[src/rtl/snitch_tcdm_split_pkg.sv]
// Shared types for the split-I/O TCDM interconnect and the read-port arbiter.
// Holds request/response channel structs, AMO encoding and arbiter defaults.
package snitch_tcdm_split_pkg;

    localparam int unsigned TCDMAddrWidth = 32;
    localparam int unsigned DataWidth     = 64;
    localparam int unsigned StrbWidth     = DataWidth / 8;

    localparam int unsigned RdArbNumReq   = 4;
    localparam int unsigned RdArbMaxOutst = 4;

    typedef logic [TCDMAddrWidth-1:0]        addr_t;
    typedef logic [DataWidth-1:0]            data_t;
    typedef logic [StrbWidth-1:0]            strb_t;
    typedef logic [$clog2(RdArbNumReq)-1:0]  rd_arb_id_t;

    typedef enum logic [3:0] {
        AMONone = 4'h0,
        AMOSwap = 4'h1,
        AMOAdd  = 4'h2,
        AMOAnd  = 4'h3,
        AMOOr   = 4'h4,
        AMOXor  = 4'h5,
        AMOMax  = 4'h6,
        AMOMaxu = 4'h7,
        AMOMin  = 4'h8,
        AMOMinu = 4'h9,
        AMOLR   = 4'hA,
        AMOSC   = 4'hB
    } amo_op_e;

    typedef struct packed {
        addr_t   addr;
        logic    write;
        amo_op_e amo;
        data_t   data;
        strb_t   strb;
    } tcdm_req_chan_t;

    typedef struct packed {
        data_t data;
    } tcdm_rsp_chan_t;

    typedef struct packed {
        tcdm_req_chan_t q;
        logic           q_valid;
    } tcdm_req_t;

    typedef struct packed {
        logic           q_ready;
        tcdm_rsp_chan_t p;
        logic           p_valid;
    } tcdm_rsp_t;

endpackage

[src/rtl/snitch_tcdm_rd_id_fifo.sv]
// In-order FIFO of requester IDs for reads in flight; synchronous active-low reset.
// A push into a full FIFO is accepted when a pop happens in the same cycle.
module snitch_tcdm_rd_id_fifo
    import snitch_tcdm_split_pkg::*;
#(
    parameter int unsigned Depth   = RdArbMaxOutst,
    parameter int unsigned IdWidth = $bits(rd_arb_id_t)
) (
    input  logic               clk_i,
    input  logic               rst_ni,
    input  logic               push,
    input  logic [IdWidth-1:0] push_id,
    input  logic               pop,
    output logic [IdWidth-1:0] head,
    output logic               full,
    output logic               empty
);

    localparam int unsigned PtrW = (Depth > 1) ? $clog2(Depth) : 1;
    localparam int unsigned CntW = $clog2(Depth + 1);

    logic [IdWidth-1:0] mem [Depth];
    logic [PtrW-1:0]    wr_ptr;
    logic [PtrW-1:0]    rd_ptr;
    logic [CntW-1:0]    count;
    logic               do_push;
    logic               do_pop;

    function automatic logic [PtrW-1:0] ptr_inc(input logic [PtrW-1:0] p);
        return (p == PtrW'(Depth - 1)) ? '0 : p + PtrW'(1);
    endfunction

    assign full    = (count == CntW'(Depth));
    assign empty   = (count == '0);
    assign do_pop  = pop && !empty;
    assign do_push = push && (!full || do_pop);
    assign head    = mem[rd_ptr];

    always_ff @(posedge clk_i) begin
        if (!rst_ni) begin
            wr_ptr <= '0;
            rd_ptr <= '0;
            count  <= '0;
        end else begin
            if (do_push) wr_ptr <= ptr_inc(wr_ptr);
            if (do_pop)  rd_ptr <= ptr_inc(rd_ptr);
            if (do_push && !do_pop)      count <= count + CntW'(1);
            else if (!do_push && do_pop) count <= count - CntW'(1);
        end
    end

    // Storage needs no reset: entries are only read after being written.
    always_ff @(posedge clk_i) begin
        if (do_push) mem[wr_ptr] <= push_id;
    end

endmodule

[src/rtl/snitch_tcdm_rd_port_arbiter.sv]
// Round-robin arbiter sharing one read-only TCDM port, with grant lock, credits and ID routing.
// Optional counters enabled by defining SNITCH_TCDM_RD_ARB_STATS_EN.
module snitch_tcdm_rd_port_arbiter
    import snitch_tcdm_split_pkg::*;
#(
    parameter int unsigned NumReq    = RdArbNumReq,
    parameter int unsigned MaxOutst  = RdArbMaxOutst,
    parameter int unsigned AddrWidth = TCDMAddrWidth,
    parameter int unsigned DataWidth = snitch_tcdm_split_pkg::DataWidth
) (
    input  logic                        clk_i,
    input  logic                        rst_ni,
    input  logic [NumReq-1:0]           req_valid_i,
    output logic [NumReq-1:0]           req_ready_o,
    input  logic [NumReq*AddrWidth-1:0] req_addr_i,
    output logic [NumReq-1:0]           rsp_valid_o,
    output logic [DataWidth-1:0]        rsp_data_o,
    output tcdm_req_t                   tcdm_req_o,
    input  tcdm_rsp_t                   tcdm_rsp_i,
    output logic                        err_o
`ifdef SNITCH_TCDM_RD_ARB_STATS_EN
    ,
    output logic [NumReq-1:0][31:0]     grant_cnt_o,
    output logic [31:0]                 stall_cnt_o
`endif
);

    localparam int unsigned IdW   = (NumReq > 1) ? $clog2(NumReq) : 1;
    localparam int unsigned CredW = $clog2(MaxOutst + 1);

    logic [IdW-1:0]   rr_ptr;
    logic [IdW-1:0]   lock_id;
    logic             locked;
    logic [CredW-1:0] credit;
    logic [IdW-1:0]   winner;
    logic [IdW-1:0]   head_id;
    logic             any_valid;
    logic             can_issue;
    logic             q_valid;
    logic             handshake;
    logic             pop;
    logic             fifo_full;
    logic             fifo_empty;

    // Scan downwards so the lowest offset from the rr pointer is written last and wins.
    always_comb begin
        int idx;
        idx       = 0;
        winner    = '0;
        any_valid = 1'b0;
        for (int i = NumReq - 1; i >= 0; i--) begin
            idx = (int'(rr_ptr) + i) % int'(NumReq);
            if (req_valid_i[IdW'(idx)]) begin
                winner    = IdW'(idx);
                any_valid = 1'b1;
            end
        end
        if (locked) winner = lock_id;
    end

    assign pop       = tcdm_rsp_i.p_valid && !fifo_empty;
    assign can_issue = ((credit < CredW'(MaxOutst)) && !fifo_full) || pop;
    assign q_valid   = locked || (can_issue && any_valid);
    assign handshake = q_valid && tcdm_rsp_i.q_ready;

    always_comb begin
        req_ready_o = '0;
        rsp_valid_o = '0;
        if (handshake) req_ready_o[winner] = 1'b1;
        if (pop)       rsp_valid_o[head_id] = 1'b1;
    end

    assign rsp_data_o = pop ? DataWidth'(tcdm_rsp_i.p.data) : '0;

    always_comb begin
        tcdm_req_o         = '0;
        tcdm_req_o.q.amo   = AMONone;
        tcdm_req_o.q_valid = q_valid;
        if (q_valid) begin
            tcdm_req_o.q.addr = addr_t'(req_addr_i[int'(winner)*AddrWidth +: AddrWidth]);
            tcdm_req_o.q.strb = '1;
        end
    end

    always_ff @(posedge clk_i) begin
        if (!rst_ni) begin
            rr_ptr  <= '0;
            lock_id <= '0;
            locked  <= 1'b0;
            credit  <= '0;
            err_o   <= 1'b0;
        end else begin
            if (handshake) begin
                locked <= 1'b0;
                rr_ptr <= (winner == IdW'(NumReq - 1)) ? '0 : winner + IdW'(1);
            end else if (q_valid) begin
                locked  <= 1'b1;
                lock_id <= winner;
            end
            if (handshake && !pop)      credit <= credit + CredW'(1);
            else if (!handshake && pop) credit <= credit - CredW'(1);
            if (tcdm_rsp_i.p_valid && fifo_empty) err_o <= 1'b1;
        end
    end

    snitch_tcdm_rd_id_fifo #(
        .Depth   (MaxOutst),
        .IdWidth (IdW)
    ) i_id_fifo (
        .clk_i   (clk_i),
        .rst_ni  (rst_ni),
        .push    (handshake),
        .push_id (winner),
        .pop     (pop),
        .head    (head_id),
        .full    (fifo_full),
        .empty   (fifo_empty)
    );

`ifdef SNITCH_TCDM_RD_ARB_STATS_EN
    logic stall;

    // A stall is either a back-pressured request or pending work blocked by credit.
    assign stall = (q_valid && !tcdm_rsp_i.q_ready) || (|req_valid_i && !q_valid);

    always_ff @(posedge clk_i) begin
        if (!rst_ni) begin
            grant_cnt_o <= '0;
            stall_cnt_o <= '0;
        end else begin
            if (handshake && grant_cnt_o[winner] != '1)
                grant_cnt_o[winner] <= grant_cnt_o[winner] + 32'd1;
            if (stall && stall_cnt_o != '1)
                stall_cnt_o <= stall_cnt_o + 32'd1;
        end
    end
`endif

endmodule

[config.mk]
export PLATFORM = sky130hd
export DESIGN_NAME = snitch_tcdm_rd_port_arbiter
export DESIGN_NICKNAME = d
export VERILOG_FILES = /design/src/rtl/snitch_tcdm_split_pkg.sv /design/src/rtl/snitch_tcdm_rd_id_fifo.sv /design/src/rtl/snitch_tcdm_rd_port_arbiter.sv
export SDC_FILE = /design/constraint.sdc
export NUM_CORES = 1
export LEC_CHECK = 0
export CAP_MARGIN = 20
export CORE_AREA = 2 2 149 151
export CTS_BUF_LIST = sky130_fd_sc_hd__clkbuf_8
export DETAILED_ROUTE_END_ITERATION = 6
export DIE_AREA = 0 0 151 153
export GPL_TIMING_DRIVEN = 0
export PLACE_DENSITY = 0.58
export SETUP_SLACK_MARGIN = 0.5
export SYNTH_ARGS = -nofsm -noshare
export SYNTH_HDL_FRONTEND = slang
export SYNTH_SLANG_ARGS = --single-unit
[constraint.sdc]
create_clock -name clk_i -period 2.8 [get_ports clk_i]
set_input_delay 0.56 -clock clk_i [delete_from_list [all_inputs] [get_ports clk_i]]
set_output_delay 0.56 -clock clk_i [all_outputs]
set_load 0.005 [all_outputs]
==> impl_metrics.json, run 1 <==
{
  "grt_pass1_vias": 4198,
  "status": "finished clean",
  "hold_violations": 0,
  "tightestPinTransition_ns": 0.570,
  "hold_depth": 2,
  "clockBufferDepth": 2,
  "synth_area_per_cell_um2": 8.50,
  "cts_root_buf": "clkbuf_8",
  "met1_usage": 0.125,
  "start_util": 0.158,
  "maxSlewViolCount": 0,
  "vias": 4334,
  "wl_mm": 17.5,
  "final_nets": 1083,
  "die_area_um2": 23100,
  "yosysWarnings": 0,
  "synthFlopType": "dfxtp_1",
  "track_usage": 0.135,
  "synth_edf_count": 8,
  "final.setup.tns_ns": 0,
  "cts_made_buffers": 3,
  "area_growth_pct": 156,
  "port_buffers": 313,
  "syn_inst": 399,
  "fp.dieH_um": 153,
  "min_from": "i_id_fifo.rd_ptr[1]",
  "cts_tree": "built",
  "min_to": "i_id_fifo.rd_ptr[1]",
  "wire_per_inst_um": 15.2,
  "path_clk_slew_ns": 0.09,
  "rr_worst_depth": 10,
  "cp_max_fo": 8,
  "globalplace.congestion": 0.761,
  "hold_buffers": 0,
  "vdd_ir_drop_max_mv": 0.270,
  "power.density_nw_per_um2": 785,
  "most-common-layout-cells": "clkdlybuf4s50_1 (194), buf_4 (104), buf_6 (98)",
  "drive_above_1_share": 0.475,
  "dp_hpwl_mm": 14.2,
  "max_cap_violations": 0,
  "drtAntennaViolNets": 0,
  "drt_iter0_markers": 68,
  "worst_r2r_endpoint": "i_id_fifo.count[2]",
  "met2_usage": 0.297,
  "rsz0062_at_grt": "yes",
  "ios": 383,
  "vias_per_cell": 3.77,
  "fmax_mhz": 371,
  "r2r_slack_ns": 0.35,
  "n_fill_cell": 2177,
  "drt-pass1-iter-count": 4,
  "h-tree-depth": 1,
  "slew_headroom": 0.620,
  "worstPathRequired_ns": 2.24,
  "die_x_um": 151,
  "yosysUniqueCellTypes": 44,
  "p_leak_nw": 4.10,
  "ys_seq_area_frac": 0.177,
  "critPathArrivalTime_ns": 2.13,
  "top_usage_layer": "met2",
  "syn_area_um2": 3390,
  "grt_pass1_wl_mm": 23.9,
  "grt_overflow_total": 0,
  "critPathLaunchType": "input pin",
  "synth_seq_cells": 26,
  "finalSetupViolations": 0,
  "period_needed_ns": 2.69,
  "clock_skew_ns": 0.00380,
  "synthArstFlopShare": 0,
  "core_um2": 21500,
  "path_class": "in -> out",
  "final_common_cell": "clkdlybuf4s50_1",
  "fin_util": 0.403,
  "drc_errors": 0,
  "std_cell_rows": 54,
  "end_kind": "output pin",
  "fin_crit_sh": 0.962,
  "hold_class": "reg -> reg",
  "cts.sinks": 26,
  "grt_util_met3": 0.0316,
  "grt_max_degree": 16,
  "clk_latency_ns": 0.27,
  "r2r-start": "i_id_fifo.count[2]",
  "antenna_found_initial": 1
}
where the power goes:
part	leakage [nW]	switching (mW)	internal (mW)	total, mW
Clock	0.0357	0.117	0.191	0.309
Combinational	3.84	2.25	3.60	5.85
Sequential	0.225	0.121	0.523	0.644
Total	4.10	2.49	4.32	6.80
per-stage QoR:
step / power (mW) / area, µm² / std cells / worst slack [ns] / hold slack [ns]
after global routing: 7.27 / 8670 / 1150 / 0.0211 / 0.538
final: 6.80 / 8670 / 1150 / 0.105 / 0.502
after global placement: 4.60 / 7160 / 1060 / -1.00 / 0.457
after floorplan: 2.56 / 3680 / 467 / 0.267 / 0.454
after detailed placement: 4.62 / 7160 / 1060 / -0.998 / 0.476
after CTS: 6.01 / 8150 / 1122 / 0.102 / 0.495
cell usage after synthesis (8+ instances only):
| cell | count | share of area |
|---|---|---|
| a21oi_1 | 8 | 0.012 |
| and2_1 | 72 | 0.13 |
| buf_4 | 79 | 0.17 |
| clkbuf_1 | 11 | 0.012 |
| dfxtp_1 | 18 | 0.11 |
| edfxtp_1 | 8 | 0.071 |
| ha_1 | 11 | 0.041 |
| inv_1 | 11 | 0.012 |
| mux2i_1 | 68 | 0.20 |
| nand2_1 | 10 | 0.011 |
| nor2_1 | 15 | 0.017 |
| o22ai_1 | 32 | 0.059 |
how the worst max path moves through the flow:
stage | from | to | slack (ns) | cells past startpoint
global route | rr_ptr[1] | tcdm_req_o[83] | 0.02 | 11
CTS | rr_ptr[1] | tcdm_req_o[90] | 0.10 | 11
detailed placement | tcdm_rsp_i[0] | tcdm_req_o[90] | -1.0 | 9
finish | req_valid_i[1] | tcdm_req_o[83] | 0.11 | 11
global placement | tcdm_rsp_i[0] | tcdm_req_o[90] | -1.00 | 9
floorplan | tcdm_rsp_i[0] | i_id_fifo.count[2] | 0.27 | 10
cell families after synthesis:
kind of cell,after synthesis,share of synthesized area
simple gates,114,0.191
buf+inv,112,0.230
mux,70,0.214
compound gates,59,0.124
flops,26,0.177
fa+ha+maj,13,0.0524
xor+xnor,4,0.0103
other cells,1,0.00111
cell type report:
| class | count | area [µm²] | share of cell area |
|---|---|---|---|
| diodes | 1 | 2.50 | 0.000289 |
| multi-input cells | 329 | 2730 | 0.315 |
| well taps | 280 | 350 | 0.0404 |
| repair inverters | 1 | 7.51 | 0.000866 |
| repair buffers | 397 | 3880 | 0.447 |
| flip-flops and latches | 26 | 614 | 0.0709 |
| plain buffers | 99 | 953 | 0.110 |
| clock inverters | 1 | 30.0 | 0.00346 |
| inverters | 13 | 63.8 | 0.00736 |
| clock buffers | 3 | 41.3 | 0.00476 |
sequential cells by signal, summed over array words and instances, names as in the netlist, named ones only:
name,count
i_id_fifo.mem,8
credit,3
i_id_fifo.count,3
i_id_fifo.rd_ptr,2
i_id_fifo.wr_ptr,2
lock_id,2
rr_ptr,2
err_o,1
locked,1
timing repair:
action	4_1_cts	5_1_grt
endpoints found under the setup margin	128	112
buffers inserted	49	25
resized for setup	438	281
gates cloned	9	2
pin swaps	37	39
routing by layer:
metal / part of all wire / vias to the layer above
li1: - / 2166
met1: 0.31 / 1930
met2: 0.59 / 232
met3: 0.094 / 6
met4: 0.0058 / 0
met5: 0 / -
worst max-delay path, cell delays in order:
cell,delay (ns)
buf_2,0.17
nand3b_1,0.12
a21oi_2,0.21
o22ai_4,0.10
buf_12,0.14
buf_12,0.14
buf_12,0.14
buf_6,0.12
mux2i_4,0.18
o22ai_2,0.12
buf_2,0.14
Power figures use the tool's default switching activity.
==> inputs of run 2 (changes only) <==
--- a/config.mk
+++ b/config.mk
@@ -5,13 +5,14 @@
 export SDC_FILE = /design/constraint.sdc
 export NUM_CORES = 1
 export LEC_CHECK = 0
+export ABC_AREA = 1
 export CAP_MARGIN = 20
-export CORE_AREA = 2 2 149 151
-export CTS_BUF_LIST = sky130_fd_sc_hd__clkbuf_8
+export CORE_AREA = 2 2 150 152
+export CTS_CLUSTER_DIAMETER = 120
 export DETAILED_ROUTE_END_ITERATION = 6
-export DIE_AREA = 0 0 151 153
+export DIE_AREA = 0 0 152 154
 export GPL_TIMING_DRIVEN = 0
-export PLACE_DENSITY = 0.58
+export PLACE_DENSITY = 0.62
 export SETUP_SLACK_MARGIN = 0.5
 export SYNTH_ARGS = -nofsm -noshare
 export SYNTH_HDL_FRONTEND = slang
==> run 2 against run 1 <==
Critical path type is now reg -> out. Combinational power is 28% higher. Largest cell class unchanged. The run now ends with negative setup slack left. Fmax is 5.1% lower. Largest power group unchanged. Via count is 39% higher. Synthesized area is 26% higher.
==> impl_metrics.json, run 2 <==
{
  "synth_common_cells": "inv_1 (192), nand3_1 (109), nand2_1 (102)",
  "clockBufferDepth": 2,
  "yosys.area_share.simple": 0.363,
  "largest_register": "i_id_fifo.mem",
  "antenna_found_initial": 2,
  "synth_top_cell_by_area": "inv_1",
  "path_class": "reg -> out",
  "globalplace.congestion": 0.928,
  "placedCellCount": 1421,
  "fp.dieH_um": 154,
  "synth_compound_area_frac": 0.0862,
  "synth.most_common_cell": "inv_1",
  "power.density_nw_per_um2": 895,
  "die_area_um2": 23400,
  "end_kind": "output pin",
  "vias": 6025,
  "maxSlewViolCount": 0,
  "grt_overflow_total": 0,
  "hold_class": "reg -> reg",
  "drive_above_1_share": 0.324,
  "cts_made_buffers": 3,
  "synthTopCellsByArea": "inv_1 (17%), buf_4 (14%), nand3_1 (13%), nand2_1 (9.0%), dfxtp_1 (8.4%)",
  "syn_area_um2": 4270,
  "h-tree-depth": 1,
  "synth_seq_cells": 26,
  "yosysUniqueCellTypes": 33,
  "drc_errors": 0,
  "synth_edf_count": 8,
  "rsz0062_at_grt": "yes",
  "cp_max_fo": 10,
  "ios": 383,
  "reg_top3": "i_id_fifo.mem: 8 flops, credit: 3 flops, i_id_fifo.count: 3 flops",
  "synthFlopType": "dfxtp_1",
  "synth_area_per_cell_um2": 5.61,
  "wire_per_inst_um": 13.6,
  "grt_pass1_wl_mm": 29.8,
  "final_nets": 1419,
  "critPathLaunchType": "flop",
  "synth-adder-area-share": 0.0417,
  "dp_hpwl_mm": 15.3,
  "wl_mm": 20.2,
  "max_cap_violations": 0,
  "period_needed_ns": 2.84,
  "die_x_um": 152,
  "std_cell_rows": 54,
  "drt-pass1-iter-count": 4,
  "largest_register_ffs": 8,
  "vdd_ir_drop_max_mv": 0.552,
  "hold_buffers": 0,
  "path_clk_slew_ns": 0.06,
  "cts_tree": "built",
  "final_cells": 1486,
  "fmax_mhz": 352,
  "muxShareOfSynthArea": 0,
  "yosysWarnings": 0,
  "status": "finished, violations left",
  "synth_xor_xnor_area_share": 0.00205,
  "port_buffers": 313,
  "n_fill_cell": 2222,
  "synth_top_family_by_area": "buffers and inverters",
  "final_common_cell": "clkdlybuf4s50_1",
  "fin_crit_sh": 1.01,
  "finalSetupViolations": 6,
  "clock_skew_ns": 0.00484,
  "start_util": 0.197,
  "grt_pass1_vias": 5808,
  "track_usage": 0.155,
  "worstPathRequired_ns": 2.24,
  "critPathArrivalTime_ns": 2.28,
  "yosys.area.top_type_share": 0.169,
  "grt_max_degree": 15,
  "ys_seq_area_frac": 0.141,
  "drtAntennaViolNets": 0,
  "syn_inst": 760,
  "cts.sinks": 26,
  "p_leak_nw": 5.05,
  "vias_per_cell": 4.05,
  "clk_latency_ns": 0.25,
  "drt_iter0_markers": 232,
  "area_growth_pct": 121,
  "cts_root_buf": "clkbuf_16",
  "violations": "negative setup slack",
  "most-common-layout-cells": "clkdlybuf4s50_1 (199), inv_1 (181), buf_4 (97)",
  "hold_violations": 0,
  "layout_setup_ws_ns": -0.0389,
  "holdWs_ns": 0.473,
  "synthArstFlopShare": 0,
  "core_um2": 21700
}
run 2: area by class of cell:
class                           count  area [µm²]  share of cell area
Antenna cell                        1        2.50            0.000266
Buffer                            117        1090               0.116
Clock buffer                        4        78.8             0.00837
Inverter                          197         786              0.0834
Multi-Input combinational cell    488        2930               0.311
Sequential cell                    26         614              0.0652
Tap cell                          280         350              0.0372
Timing Repair Buffer              372        3560               0.378
Timing Repair inverter              1        7.51            0.000797
run 2: what timing repair did:
action | in CTS | in global routing
gates cloned | 6 | 7
setup endpoints to repair | 128 | 105
pin swaps | 82 | 48
resized for setup | 435 | 191
setup buffers | 39 | 8
run 2: kinds of logic (layout without fill, tap and decap cells):
| group | count (synthesis) | after routing |
|---|---|---|
| AND/OR/NAND/NOR | 338 | 338 |
| buffers and inverters | 314 | 691 |
| AO/OA/AOI/OAI | 67 | 67 |
| flip-flops | 26 | 26 |
| adder cells (fa/ha/maj) | 13 | 13 |
| other | 1 | 70 |
| XOR/XNOR | 1 | 1 |
run 2: worst max-delay path, cell delays in order (launching register included):
cell and delay [ns]:
dfxtp_2 0.33, buf_6 0.14, inv_8 0.07, nand2_1 0.06, nand2_2 0.08, nand2_2 0.08, nand2_1 0.08, nand2_1 0.06
nand3_2 0.08, nand3_4 0.11, buf_8 0.15, buf_12 0.14, buf_12 0.14, nand3_2 0.06, nand3_2 0.10, a21oi_4 0.21
buf_2 0.15
run 2: path summary, 6_finish.rpt:
path	from	endpoint	slack [ns]	cells past startpoint
setup / recovery	rr_ptr[0]	tcdm_req_o[88]	-0.04	16
hold / removal	credit[1]	credit[1]	0.47	2
setup reg to reg	rr_ptr[0]	credit[1]	0.24	17
hold reg to reg	credit[1]	credit[1]	0.47	2
run 2: layer usage:
layer,GRT usage,up-vias,part of all wire
met5,0,-,0.00064
met4,0.0445,2,0.034
met3,0.0471,42,0.083
met2,0.309,307,0.53
met1,0.153,2639,0.35
li1,-,3035,-
run 2: report_power, final:
group / switching, mW / total [mW] / internal (mW)
logic: 3.62 / 7.46 / 3.84
registers: 0.111 / 0.656 / 0.545
clock network: 0.119 / 0.313 / 0.194
run 2: per-stage QoR:
| step | power [mW] | setup TNS [ns] | util | worst slack, ns | area [µm²] |
|---|---|---|---|---|---|
| floorplan | 3.44 | 0 | - | 0.486 | 4570 |
| global placement | 6.13 | -50.51 | 0.371 | -1.03 | 8050 |
| detailed placement | 6.14 | -51.22 | 0.371 | -1.04 | 8050 |
| CTS | 7.64 | -0.123 | 0.411 | -0.0414 | 8910 |
| global route | 9.06 | -2.33 | 0.434 | -0.126 | 9420 |
| finish | 8.43 | -0.119 | 0.434 | -0.0389 | 9420 |
==> inputs of run 3 (changes only) <==
--- a/config.mk
+++ b/config.mk
@@ -8,7 +8,6 @@
 export ABC_AREA = 1
 export CAP_MARGIN = 20
 export CORE_AREA = 2 2 150 152
-export CTS_CLUSTER_DIAMETER = 120
 export DETAILED_ROUTE_END_ITERATION = 6
 export DIE_AREA = 0 0 152 154
 export GPL_TIMING_DRIVEN = 0
@@ -16,4 +15,5 @@
 export SETUP_SLACK_MARGIN = 0.5
 export SYNTH_ARGS = -nofsm -noshare
 export SYNTH_HDL_FRONTEND = slang
+export SYNTH_HIERARCHICAL = 1
 export SYNTH_SLANG_ARGS = --single-unit
==> run 3 against run 2 <==
The run still ends with negative setup slack left. Routed wire length up 2.4%. Global-route usage is 0.74 points higher. Clock skew decreased by 0.0022 ns. Setup slack better by 0.0088 ns. Cell count up 1.5%. Design area grew 0.52%. Sequential power shrank 1%. Utilization up 0.23 points. Synthesized cell count up 1.2%. Total power grew 6.2%. Flip-flop and latch count unchanged.
==> impl_metrics.json, run 3 <==
{
  "status": "finished, violations left",
  "violations": "negative setup slack",
  "syn_inst": 769,
  "critPathLaunchType": "flop",
  "drt_iter0_markers": 229,
  "hold_buffers": 0,
  "fmax_mhz": 353,
  "clockBufferDepth": 2,
  "n_fill_cell": 2269,
  "most-common-layout-cells": "clkdlybuf4s50_1 (195), inv_1 (185), buf_4 (105)",
  "h-tree-depth": 1,
  "critPathArrivalTime_ns": 2.27,
  "period_needed_ns": 2.83,
  "ios": 383,
  "syn_area_um2": 4300,
  "globalplace.congestion": 0.929,
  "crit_end": "tcdm_req_o[85]",
  "largest_register_ffs": 8,
  "r2r_slack_ns": 0.14,
  "grt_overflow_total": 0,
  "antenna_found_initial": 0,
  "area_growth_pct": 120,
  "min_from": "credit[2]",
  "wire_per_inst_um": 13.7,
  "cts_root_buf": "clkbuf_16",
  "hold_class": "reg -> reg",
  "track_usage": 0.162,
  "layout_setup_ws_ns": -0.0301,
  "synth_seq_cells": 26,
  "drive_above_1_share": 0.383,
  "wl_mm": 20.7,
  "rr_worst_depth": 16,
  "vdd_ir_drop_max_mv": 0.426,
  "drt-pass1-iter-count": 4,
  "drtAntennaViolNets": 0,
  "std_cell_rows": 54,
  "yosysWarnings": 6,
  "synthFlopType": "dfxtp_1",
  "finalSetupViolations": 10,
  "fin_area_um2": 9470,
  "hold_depth": 2,
  "final_nets": 1442,
  "synth_top_cell_by_area": "inv_1",
  "synth_common_cells": "inv_1 (201), nand3_1 (106), nand2_1 (96)",
  "cts.sinks": 26,
  "end_kind": "output pin",
  "synth_edf_count": 8,
  "cts_made_buffers": 3,
  "worstPathRequired_ns": 2.24,
  "vias": 6062,
  "yosys.area.top_type_share": 0.175,
  "grt_pass1_vias": 5920,
  "rsz0062_at_grt": "yes",
  "p_leak_nw": 5.07,
  "path_class": "reg -> out",
  "synth.most_common_cell": "inv_1",
  "largest_register": "i_id_fifo/mem",
  "clock_skew_ns": 0.00260,
  "worst_r2r_endpoint": "i_id_fifo/count[1]",
  "power.density_nw_per_um2": 946,
  "tightestPinTransition_ns": 0.496,
  "yosysUniqueCellTypes": 30,
  "core_um2": 21700,
  "grt_pass1_wl_mm": 30.7,
  "cp_max_fo": 10,
  "final.setup.tns_ns": -0.126,
  "dp_hpwl_mm": 15.5,
  "die_area_um2": 23400,
  "place_area_um2": 8130,
  "slew_headroom": 0.668,
  "synthTopCellsByArea": "inv_1 (18%), buf_4 (14%), nand3_1 (12%), dfxtp_1 (8.4%), nand2_1 (8.4%)",
  "start_util": 0.198,
  "fin_crit_sh": 1.01,
  "grt_max_degree": 16,
  "power_mw": 8.95,
  "reg_top3": "i_id_fifo/mem: 8 flops, credit: 3 flops, i_id_fifo/count: 3 flops",
  "n_antenna_cell": 0,
  "fp.dieH_um": 154,
  "r2r-start": "rr_ptr[0]",
  "maxSlewViolCount": 0,
  "hold_violations": 0,
  "vias_per_cell": 4.02,
  "drc_errors": 0,
  "clk_latency_ns": 0.26,
  "cts_tree": "built",
  "final_common_cell": "clkdlybuf4s50_1",
  "path_clk_slew_ns": 0.07,
  "port_buffers": 313,
  "synth_area_per_cell_um2": 5.59,
  "max_cap_violations": 0,
  "ys_seq_area_frac": 0.140,
  "die_x_um": 152,
  "synthArstFlopShare": 0,
  "setup.worst_path.start": "rr_ptr[0]"
}
run 3: changes by cell type in the layout (fill, tap and decap cells not counted), moves of 7 or more:
| cell | previous run | this run |
|---|---|---|
| nand3_2 | 39 | 28 |
| buf_4 | 97 | 105 |
| buf_2 | 45 | 80 |
| nor2_4 | 3 | 12 |
| nor2_2 | 4 | 22 |
| dlygate4sd2_1 | 11 | 4 |
| nand2_1 | 81 | 67 |
| clkdlybuf4s15_1 | 21 | 0 |
| nor2_1 | 81 | 57 |
| nand2_2 | 15 | 23 |
| nand3_1 | 67 | 77 |
run 3: worst min-delay path by stage:
stage | to | slack [ns]
3_5_place_dp | credit[2] | 0.48
4_1_cts | credit[2] | 0.49
3_3_place_gp | err_o | 0.46
2_1_floorplan | flop | 0.46
6_report | credit[2] | 0.48
5_1_grt | credit[2] | 0.53
run 3: final cells by class:
cell class                 instances  area, µm²  area share
clock buffer                       3       75.1     0.00793
tap                              280        350      0.0370
sequential                        26        614      0.0649
timing repair inverter             1       7.51    0.000793
inverter                         203        791      0.0835
multi-input combinational        492       3040       0.321
clock inverter                     1       30.0     0.00317
timing repair buffer             386       3450       0.365
buffer                           116       1100       0.117
run 3: routing by layer:
metal  wire [µm]  vias up  GRT usage
li1            -     3083          -
met1        7450     2679      0.164
met2       11300      272      0.327
met3        1480       28     0.0392
met4         447        0     0.0476
met5           0        -          0
run 3: cell families (layout without fill, tap and decap cells):
family,after synthesis,after routing,share of synthesized area
other,1,69,0.000872
xor gates and xnor gates,1,1,0.00204
AOI/OAI and AO/OA,68,68,0.0823
adders and majority gates,13,13,0.0413
and+or+nand+nor,341,341,0.366
buffers and inverters,319,710,0.367
DFF,26,26,0.140
run 3: timing repair:
item,CTS,global route
gates resized for setup,570,142
endpoints found under the setup margin,133,115
setup buffers,59,8
endpoints found under the hold margin,0,0
gates cloned,6,1
pin swaps,67,27
run 3: metrics by stage:
stage                     worst slack (ns)  cells  utilization  hold WS (ns)
final                              -0.0301   1508        0.436         0.484
after global routing                -0.138   1508        0.436         0.534
after CTS                          -0.0253   1499        0.429         0.487
after detailed placement             -1.00   1430        0.375         0.477
after global placement              -0.983   1430        0.375         0.458
after floorplan                      0.404    837            -         0.455
run 3: where the power goes:
group	total [mW]	internal (mW)	switching [mW]
sequential	0.647	0.541	0.106
clock	0.415	0.284	0.131
combinational	7.89	4.02	3.87
run 3: critical path: stages (launching register included):
cell	delay, ns
dfxtp_4	0.41
buf_8	0.16
nand2_4	0.05
o21ai_4	0.08
nand2_2	0.10
nand3_4	0.11
nand2_2	0.06
nand2_2	0.07
nand3_4	0.12
buf_6	0.16
buf_16	0.12
buf_8	0.13
nand3b_1	0.07
nand3_1	0.09
a21oi_1	0.15
buf_2	0.13
